**src/rtl/fnd_disp_scheduler_pkg.sv**
```systemverilog
// Shared types and constants for the FND display scheduler.
//   ADDR_*    : FND_Periph register addresses
//   state_e   : bus sequencer states
//   wr_e      : register write slots, in issue order
//   disp_req_t: latched display request payload
package fnd_sched_pkg;

  localparam logic [3:0] ADDR_FCR  = 4'h0;
  localparam logic [3:0] ADDR_FDR  = 4'h4;
  localparam logic [3:0] ADDR_DPR  = 4'h8;
  localparam logic [3:0] ADDR_MODE = 4'hC;

  localparam int unsigned MAX_DISP_DEF = 9999;
  localparam int unsigned NWR          = 4;

  typedef enum logic [1:0] {IDLE, SETUP, ACCESS, DONE} state_e;
  typedef enum logic [1:0] {W_FDR, W_DPR, W_MODE, W_FCR} wr_e;

  typedef struct packed {
    logic [15:0] value;
    logic [3:0]  dp;
    logic [1:0]  mode;
    logic        en;
  } disp_req_t;

  // Register address for a write slot.
  function automatic logic [3:0] wr_addr(input wr_e w);
    case (w)
      W_FDR:   wr_addr = ADDR_FDR;
      W_DPR:   wr_addr = ADDR_DPR;
      W_MODE:  wr_addr = ADDR_MODE;
      default: wr_addr = ADDR_FCR;
    endcase
  endfunction

  // Zero-extended write data for a write slot.
  function automatic logic [31:0] wr_data(input wr_e w, input disp_req_t r);
    case (w)
      W_FDR:   wr_data = 32'(r.value);
      W_DPR:   wr_data = 32'(r.dp);
      W_MODE:  wr_data = 32'(r.mode);
      default: wr_data = 32'(r.en);
    endcase
  endfunction

  // Lowest pending slot; only meaningful when the mask is non-zero.
  function automatic wr_e first_pend(input logic [NWR-1:0] m);
    if (m[0])      first_pend = W_FDR;
    else if (m[1]) first_pend = W_DPR;
    else if (m[2]) first_pend = W_MODE;
    else           first_pend = W_FCR;
  endfunction

endpackage

```
**src/rtl/fnd_disp_scheduler_if.sv**
```systemverilog
// APB write-only bus between the scheduler (master) and FND_Periph (slave).
//   PADDR/PWDATA/PWRITE/PSEL/PENABLE: master -> slave
//   PREADY                          : slave -> master
interface fnd_disp_scheduler_if;
  logic [3:0]  PADDR;
  logic [31:0] PWDATA;
  logic        PWRITE;
  logic        PSEL;
  logic        PENABLE;
  logic        PREADY;

  modport master (output PADDR, PWDATA, PWRITE, PSEL, PENABLE, input PREADY);
  modport slave  (input PADDR, PWDATA, PWRITE, PSEL, PENABLE, output PREADY);
endinterface

```
**src/rtl/fnd_disp_scheduler_rr_arbiter.sv**
```systemverilog
// Combinational round-robin arbiter.
//   req     : request vector
//   ptr     : last granted index; search starts at ptr+1 and wraps
//   gnt     : one-hot grant (zero when no request)
//   gnt_idx : index of the granted requester
module rr_arbiter #(
  parameter int unsigned NREQ = 2
) (
  input  logic [NREQ-1:0]         req,
  input  logic [$clog2(NREQ)-1:0] ptr,
  output logic [NREQ-1:0]         gnt,
  output logic [$clog2(NREQ)-1:0] gnt_idx
);
  localparam int unsigned IW = $clog2(NREQ);

  // First requester above ptr, wrapping around.
  always_comb begin
    int unsigned k;
    logic found;
    gnt     = '0;
    gnt_idx = '0;
    found   = 1'b0;
    k       = 0;
    for (int unsigned i = 1; i <= NREQ; i++) begin
      k = (32'(ptr) + i) % NREQ;
      if (!found && req[IW'(k)]) begin
        found          = 1'b1;
        gnt[IW'(k)]    = 1'b1;
        gnt_idx        = IW'(k);
      end
    end
  end
endmodule

```
**src/rtl/fnd_disp_scheduler.sv**
```systemverilog
// APB master sharing the FND peripheral between NREQ display requesters.
//   PCLK, PRESET         : clock, async active-low reset
//   req_valid/req_ready  : per-requester handshake (ready is a grant pulse)
//   req_value/dp/mode/en : packed per-requester payloads
//   apb                  : APB master port to FND_Periph
//   busy, owner          : sequencer activity and granted requester
//   done, timeout_err    : completion / abort pulses
module fnd_disp_scheduler
  import fnd_sched_pkg::*;
#(
  parameter int unsigned NREQ     = 2,
  parameter int unsigned TIMEOUT  = 16,
  parameter int unsigned MAX_DISP = MAX_DISP_DEF
) (
  input  logic                    PCLK,
  input  logic                    PRESET,
  input  logic [NREQ-1:0]         req_valid,
  output logic [NREQ-1:0]         req_ready,
  input  logic [16*NREQ-1:0]      req_value,
  input  logic [4*NREQ-1:0]       req_dp,
  input  logic [2*NREQ-1:0]       req_mode,
  input  logic [NREQ-1:0]         req_en,
  fnd_disp_scheduler_if.master    apb,
  output logic                    busy,
  output logic [$clog2(NREQ)-1:0] owner,
  output logic                    done,
  output logic                    timeout_err
);
  localparam int unsigned IW = $clog2(NREQ);
  localparam int unsigned CW = $clog2(TIMEOUT + 1);

  state_e          state_q, state_d;
  logic [IW-1:0]   ptr_q, gidx;
  logic [NREQ-1:0] gnt;
  disp_req_t       new_req, req_q, req_d, sh_q;
  logic [NWR-1:0]  new_pend, pend_q, pend_d, shv_q;
  wr_e             cur_q, cur_d;
  logic [CW-1:0]   cnt_q;
  logic            take, wr_ok, abort;
  logic            psel_q, penable_q;
  logic [3:0]      paddr_q;
  logic [31:0]     pwdata_q;

  rr_arbiter #(.NREQ(NREQ)) u_arb (
    .req     (req_valid),
    .ptr     (ptr_q),
    .gnt     (gnt),
    .gnt_idx (gidx)
  );

  // Grant handshake is answered in the same IDLE cycle the request is seen.
  assign req_ready = (state_q == IDLE && PRESET) ? gnt : '0;

  assign apb.PSEL    = psel_q;
  assign apb.PENABLE = penable_q;
  assign apb.PWRITE  = psel_q;
  assign apb.PADDR   = paddr_q;
  assign apb.PWDATA  = pwdata_q;

  // Winner's payload with the display value saturated.
  always_comb begin
    new_req = '0;
    for (int unsigned i = 0; i < NREQ; i++) begin
      if (gidx == IW'(i)) begin
        new_req.value = req_value[16*i +: 16];
        new_req.dp    = req_dp[4*i +: 4];
        new_req.mode  = req_mode[2*i +: 2];
        new_req.en    = req_en[i];
      end
    end
    if (new_req.value > 16'(MAX_DISP)) new_req.value = 16'(MAX_DISP);
  end

  // A write is skipped only when its shadow is valid and already matches.
  always_comb begin
    new_pend          = '0;
    new_pend[W_FDR]   = !(shv_q[W_FDR]  && sh_q.value == new_req.value);
    new_pend[W_DPR]   = !(shv_q[W_DPR]  && sh_q.dp    == new_req.dp);
    new_pend[W_MODE]  = !(shv_q[W_MODE] && sh_q.mode  == new_req.mode);
    new_pend[W_FCR]   = !(shv_q[W_FCR]  && sh_q.en    == new_req.en);
  end

  always_ff @(posedge PCLK or negedge PRESET) begin
    if (!PRESET) state_q <= IDLE;
    else         state_q <= state_d;
  end

  // Next-state and sequencing control.
  always_comb begin
    state_d = state_q;
    take    = 1'b0;
    wr_ok   = 1'b0;
    abort   = 1'b0;
    pend_d  = pend_q;
    req_d   = req_q;
    case (state_q)
      IDLE: begin
        if (|req_valid) begin
          take    = 1'b1;
          req_d   = new_req;
          pend_d  = new_pend;
          state_d = (|new_pend) ? SETUP : DONE;
        end
      end
      SETUP: state_d = ACCESS;
      ACCESS: begin
        if (apb.PREADY) begin
          wr_ok   = 1'b1;
          pend_d  = pend_q & ~NWR'(4'b0001 << cur_q);
          state_d = (|pend_d) ? SETUP : DONE;
        end else if (cnt_q == CW'(TIMEOUT - 1)) begin
          abort   = 1'b1;
          pend_d  = '0;
          state_d = IDLE;
        end
      end
      DONE:    state_d = IDLE;
      default: state_d = IDLE;
    endcase
  end

  assign cur_d = first_pend(pend_d);

  // Registered outputs, latched request, shadows and wait counter.
  always_ff @(posedge PCLK or negedge PRESET) begin
    if (!PRESET) begin
      psel_q      <= 1'b0;
      penable_q   <= 1'b0;
      paddr_q     <= '0;
      pwdata_q    <= '0;
      busy        <= 1'b0;
      done        <= 1'b0;
      timeout_err <= 1'b0;
      owner       <= '0;
      ptr_q       <= IW'(NREQ - 1);
      req_q       <= '0;
      pend_q      <= '0;
      cur_q       <= W_FDR;
      cnt_q       <= '0;
      sh_q        <= '0;
      shv_q       <= '0;
    end else begin
      psel_q      <= (state_d == SETUP) || (state_d == ACCESS);
      penable_q   <= (state_d == ACCESS);
      busy        <= (state_d != IDLE);
      done        <= (state_q == DONE);
      timeout_err <= abort;
      req_q       <= req_d;
      pend_q      <= pend_d;
      cur_q       <= cur_d;
      cnt_q       <= (state_q == ACCESS && !apb.PREADY) ? cnt_q + CW'(1) : '0;
      if (take) begin
        ptr_q <= gidx;
        owner <= gidx;
      end
      if (state_d == SETUP) begin
        paddr_q  <= wr_addr(cur_d);
        pwdata_q <= wr_data(cur_d, req_d);
      end
      if (wr_ok) begin
        shv_q[cur_q] <= 1'b1;
        case (cur_q)
          W_FDR:   sh_q.value <= req_q.value;
          W_DPR:   sh_q.dp    <= req_q.dp;
          W_MODE:  sh_q.mode  <= req_q.mode;
          default: sh_q.en    <= req_q.en;
        endcase
      end
      if (abort) shv_q <= '0;
    end
  end
endmodule
```
**src/flat_wrapper.sv**
```systemverilog
// flat-port wrapper written by rule: the top's interface ports become plain ports
module fnd_disp_scheduler_flat import fnd_sched_pkg::*;
#(
  parameter int unsigned NREQ     = 2,
  parameter int unsigned TIMEOUT  = 16,
  parameter int unsigned MAX_DISP = MAX_DISP_DEF
)
  (PCLK, PRESET, req_valid, req_ready, req_value, req_dp, req_mode, req_en, busy, owner, done, timeout_err, apb_PADDR, apb_PWDATA, apb_PWRITE, apb_PSEL, apb_PENABLE, apb_PREADY);
  fnd_disp_scheduler_if apb_i ();
  input  logic PCLK;
  input  logic PRESET;
  input  logic [NREQ-1:0] req_valid;
  output logic [NREQ-1:0] req_ready;
  input  logic [16*NREQ-1:0] req_value;
  input  logic [4*NREQ-1:0] req_dp;
  input  logic [2*NREQ-1:0] req_mode;
  input  logic [NREQ-1:0] req_en;
  output logic busy;
  output logic [$clog2(NREQ)-1:0] owner;
  output logic done;
  output logic timeout_err;
  output wire logic [$bits(apb_i.PADDR)-1:0] apb_PADDR;
  output wire logic [$bits(apb_i.PWDATA)-1:0] apb_PWDATA;
  output wire logic [$bits(apb_i.PWRITE)-1:0] apb_PWRITE;
  output wire logic [$bits(apb_i.PSEL)-1:0] apb_PSEL;
  output wire logic [$bits(apb_i.PENABLE)-1:0] apb_PENABLE;
  input wire logic [$bits(apb_i.PREADY)-1:0] apb_PREADY;
  assign apb_PADDR = apb_i.PADDR;
  assign apb_PWDATA = apb_i.PWDATA;
  assign apb_PWRITE = apb_i.PWRITE;
  assign apb_PSEL = apb_i.PSEL;
  assign apb_PENABLE = apb_i.PENABLE;
  assign apb_i.PREADY = apb_PREADY;
  fnd_disp_scheduler #(.NREQ(NREQ), .TIMEOUT(TIMEOUT), .MAX_DISP(MAX_DISP)) u_core (.PCLK(PCLK), .PRESET(PRESET), .req_valid(req_valid), .req_ready(req_ready), .req_value(req_value), .req_dp(req_dp), .req_mode(req_mode), .req_en(req_en), .apb(apb_i), .busy(busy), .owner(owner), .done(done), .timeout_err(timeout_err));
endmodule
```
**config.mk**
```make
export PLATFORM = sky130hd
export DESIGN_NAME = fnd_disp_scheduler_flat
export DESIGN_NICKNAME = d
export VERILOG_FILES = /design/src/rtl/fnd_disp_scheduler_pkg.sv /design/src/rtl/fnd_disp_scheduler_if.sv /design/src/rtl/fnd_disp_scheduler_rr_arbiter.sv /design/src/rtl/fnd_disp_scheduler.sv /design/src/flat_wrapper.sv
export SDC_FILE = /design/constraint.sdc
export NUM_CORES = 1
export LEC_CHECK = 0
export ABC_AREA = 1
export CORE_ASPECT_RATIO = 2
export CORE_MARGIN = 2
export CORE_UTILIZATION = 30
export CTS_CLUSTER_SIZE = 25
export DETAILED_ROUTE_END_ITERATION = 7
export PLACE_DENSITY = 0.48
export SLEW_MARGIN = 0
export SYNTH_ARGS = -nofsm -noshare
export SYNTH_HDL_FRONTEND = slang
export SYNTH_SLANG_ARGS = --single-unit
```
**constraint.sdc**
```tcl
create_clock -name PCLK -period 4.2 [get_ports PCLK]
set_clock_uncertainty 0.1 [all_clocks]
set_input_delay 0.42 -clock PCLK [delete_from_list [all_inputs] [get_ports PCLK]]
set_output_delay 0.42 -clock PCLK [all_outputs]
set_load 0.01 [all_outputs]
```
==> impl_metrics.json <==
{
  "dieArea_sq_um": 16800,
  "netlist_instances": 609,
  "hold_end": "u_core.cnt_q[0]$_DFF_PN0_",
  "yosysTopAreaCell": "dfrtp_1",
  "yosysTopAreaCellShare_pct": 46.2,
  "synth_edf_count": 0,
  "post_drt_wl_per_cell_um": 14.7,
  "critPathMaxStageDelay_ps": 570,
  "grt_overflow": 0,
  "post_cts_buffers": 0,
  "hold_viol_final": 0,
  "ios": 96,
  "ys_ff_latch": 88,
  "cts_tree": "built",
  "grt_pass1_wl_um": 21600,
  "die_w_um": 92.6,
  "slew_viol_final": 0,
  "stdcell_area_sq_um": 5910,
  "synthTopCellsByArea": "dfrtp_1 (46%), nand2_1 (15%), inv_1 (4.9%)",
  "critPathCaptureType": "flip-flop",
  "r2r_start": "u_core.ptr_q$_DFFE_PN1P_",
  "root_buffer": "clkbuf_16",
  "ys_seq_area_share_pct": 46.7,
  "p_leak_nw": 2.85,
  "cp-start-kind": "primary input",
  "synth_ff_type": "dfrtp_1",
  "start_util_pct": 30.7,
  "peakVddDrop_mv": 0.329,
  "finalCritPeriodShare_pct": 89.2,
  "drive_above_1_share_pct": 8.25,
  "antenna_found_initial": 0,
  "synth.distinct_cells": 35,
  "cp_cell_sequence": "clkdlybuf4s50_1 > inv_1 > nand2_1 > nand3_1 > nand2_1 > nand2_1 > nor2_2 > nand3_4 > nand2_2 > inv_2 > nand2_1 > nand2_1 > nand2_1 > nand2_1 > nor3_1 > nand4_1 > nor2_1 > nor2_1 > ha_1 > buf_4 > nand2_1 > nand2_1 > o21ai_1 > nand2_1",
  "cts.sinks": 88,
  "finalSetupViolations": 0,
  "port_buffers": 77,
  "ant_nets": 0,
  "hold_depth": 1,
  "cts_buffers": 9,
  "hpwlAfterDp_um": 10200,
  "crit_fanout": 17,
  "ys_warn_count": 0,
  "gp_congestion": 0.854,
  "slew_headroom_pct": 33.0,
  "die_y_um": 181,
  "grt_pass1_vias": 4263,
  "worstSetupPathType": "primary input to flip-flop",
  "totalNegativeSetupSlack_ps": 0,
  "hp-start": "u_core.cnt_q[0]$_DFF_PN0_",
  "place_area_sq_um": 5620,
  "cp.arrival_ps": 3870,
  "fillers": 1609,
  "rsz0062_at_grt": "no",
  "clk_latency_ps": 340,
  "r2r_slack_ps": 520,
  "firstDrtPassIters": 5,
  "drc": 0,
  "rows": 64,
  "finalPower_mw": 3.88,
  "max_cap_viol_count": 0,
  "gr-usage-all-layers_pct": 16.3,
  "diodes": 0,
  "reg2reg_to": "u_core.apb.PWDATA[0]$_DFFE_PN0N_",
  "routed_wl_um": 13000,
  "grt_max_degree": 70,
  "fmax_ghz": 0.267,
  "nNetsFinal": 742,
  "htreeDepth": 3,
  "drt-initial-drc-count": 152,
  "viasPerCell": 4.54,
  "async_flop_share_pct": 100,
  "syn2layout_area_growth_pct": 25.4,
  "cp_slowest_cell": "clkdlybuf4s50_1",
  "crit_required_ps": 4330,
  "coreArea_sq_um": 15400,
  "status": "completed",
  "reg2reg_depth": 23,
  "fin_crit_ps": 3750,
  "tightest_slew_ps": 1000,
  "vias": 4035,
  "final_common_cell": "nand2_1",
  "clkTransAtPathRegs_ps": 70,
  "path_common_cell": "nand2_1",
  "min_path_type": "flip-flop to flip-flop",
  "avgSynthCellArea_sq_um": 7.74,
  "synthesis.area_sq_um": 4710,
  "max-clock-path-buffers": 2,
  "power.density_nw_per_um2": 657,
  "mostFrequentLayoutCells": "nand2_1 (184), dfrtp_1 (87), clkdlybuf4s50_1 (76), inv_1 (62), nor2_1 (58)"
}
## report_power, final
group,internal (mW),total [mW],switching (mW),leakage [nW]
combinational,0.642,1.73,1.08,1.65
clock,0.407,0.759,0.352,0.134
sequential,1.19,1.39,0.200,1.07
## synth_stat cells (5+ instances only)
| library cell | number |
|---|---|
| buf_4 | 21 |
| nor2_1 | 59 |
| nand2_2 | 7 |
| a31oi_1 | 5 |
| inv_1 | 62 |
| clkbuf_1 | 11 |
| nand4_1 | 18 |
| nand3_1 | 38 |
| nand2_1 | 184 |
| dfrtp_1 | 87 |
| mux2_2 | 5 |
| a21oi_1 | 18 |
| ha_1 | 5 |
| o21ai_0 | 38 |
| nand3b_1 | 7 |
## routing by layer
metal / GRT usage (%) / part of all wire, % / vias to the layer above / wire length [um]
met3: 2.04 / 3.3 / 15 / 431
li1: - / - / 2061 / -
met4: 6.76 / 2.4 / 0 / 313
met2: 29.7 / 53 / 89 / 6960
met1: 19.0 / 41 / 1870 / 5340
met5: 0 / 0 / - / 0
## sequential cells by signal (all words and copies together) (netlist names), 2 cells and up
name               count
u_core.apb.PADDR       2
u_core.pend_q          4
u_core.state_q         2
u_core.apb.PWDATA     16
u_core.sh_q           23
u_core.req_q          23
u_core.cur_q           2
u_core.shv_q           4
u_core.cnt_q           5
## critical path: cells and delay by family
family	cells	cell delay, ps
adders and majority gates	1	210
buffers and inverters	4	910
AOI/OAI and AO/OA	1	70
and+or+nand+nor	18	2250
## stage by stage
step	cells	utilization (%)	hold WS [ps]	setup slack (ps)
global route	889	38.4	378	27.3
floorplan	626	-	24.4	1050
finish	889	38.4	360	454
CTS	889	38.4	365	390
detailed placement	872	36.5	218	43.8
global placement	872	36.5	213	97.8
## cell type report
type	instances	area [sq um]	share of cell area, %
Tap cell	198	248	4.19
Timing Repair Buffer	87	846	14.3
Clock buffer	9	225	3.81
Inverter	65	244	4.13
Multi-Input combinational cell	435	2080	35.3
Sequential cell	88	2200	37.3
Clock inverter	7	57.6	0.974
## how the worst max path moves through the flow
| stage | depth (start not counted) | from | endpoint | slack [ps] |
|---|---|---|---|---|
| floorplan | 20 | u_core.ptr_q$_DFFE_PN1P_ | u_core.apb.PADDR[2]$_DFFE_PN0N_ | 1050 |
| global placement | 24 | req_valid[0] | u_core.apb.PWDATA[0]$_DFFE_PN0N_ | 100 |
| detailed placement | 24 | req_valid[1] | u_core.apb.PWDATA[0]$_DFFE_PN0N_ | 40 |
| CTS | 24 | req_valid[1] | u_core.apb.PWDATA[0]$_DFFE_PN0N_ | 390 |
| global route | 24 | req_valid[1] | u_core.apb.PWDATA[0]$_DFFE_PN0N_ | 30 |
| finish | 24 | req_valid[0] | u_core.apb.PWDATA[0]$_DFFE_PN0N_ | 450 |
## cell families (layout without fill, tap and decap cells)
group | count (synthesis) | after routing | share of synthesized area (%)
and+or+nand+nor | 330 | 330 | 30.4
buffers and inverters | 103 | 168 | 10.4
adders and majority gates | 5 | 5 | 1.33
muxes | 9 | 9 | 2.04
AOI/OAI and AO/OA | 69 | 69 | 8.18
DFF | 88 | 88 | 46.7
xor gates and xnor gates | 4 | 4 | 0.743
other | 1 | 18 | 0.0796
## what timing repair did
action / CTS / global route
gates resized for setup: 0 / 0
hold endpoints to repair: 18 / 0
hold buffers: 1 / 0
Note: power is estimated with default switching activity, not from simulation.
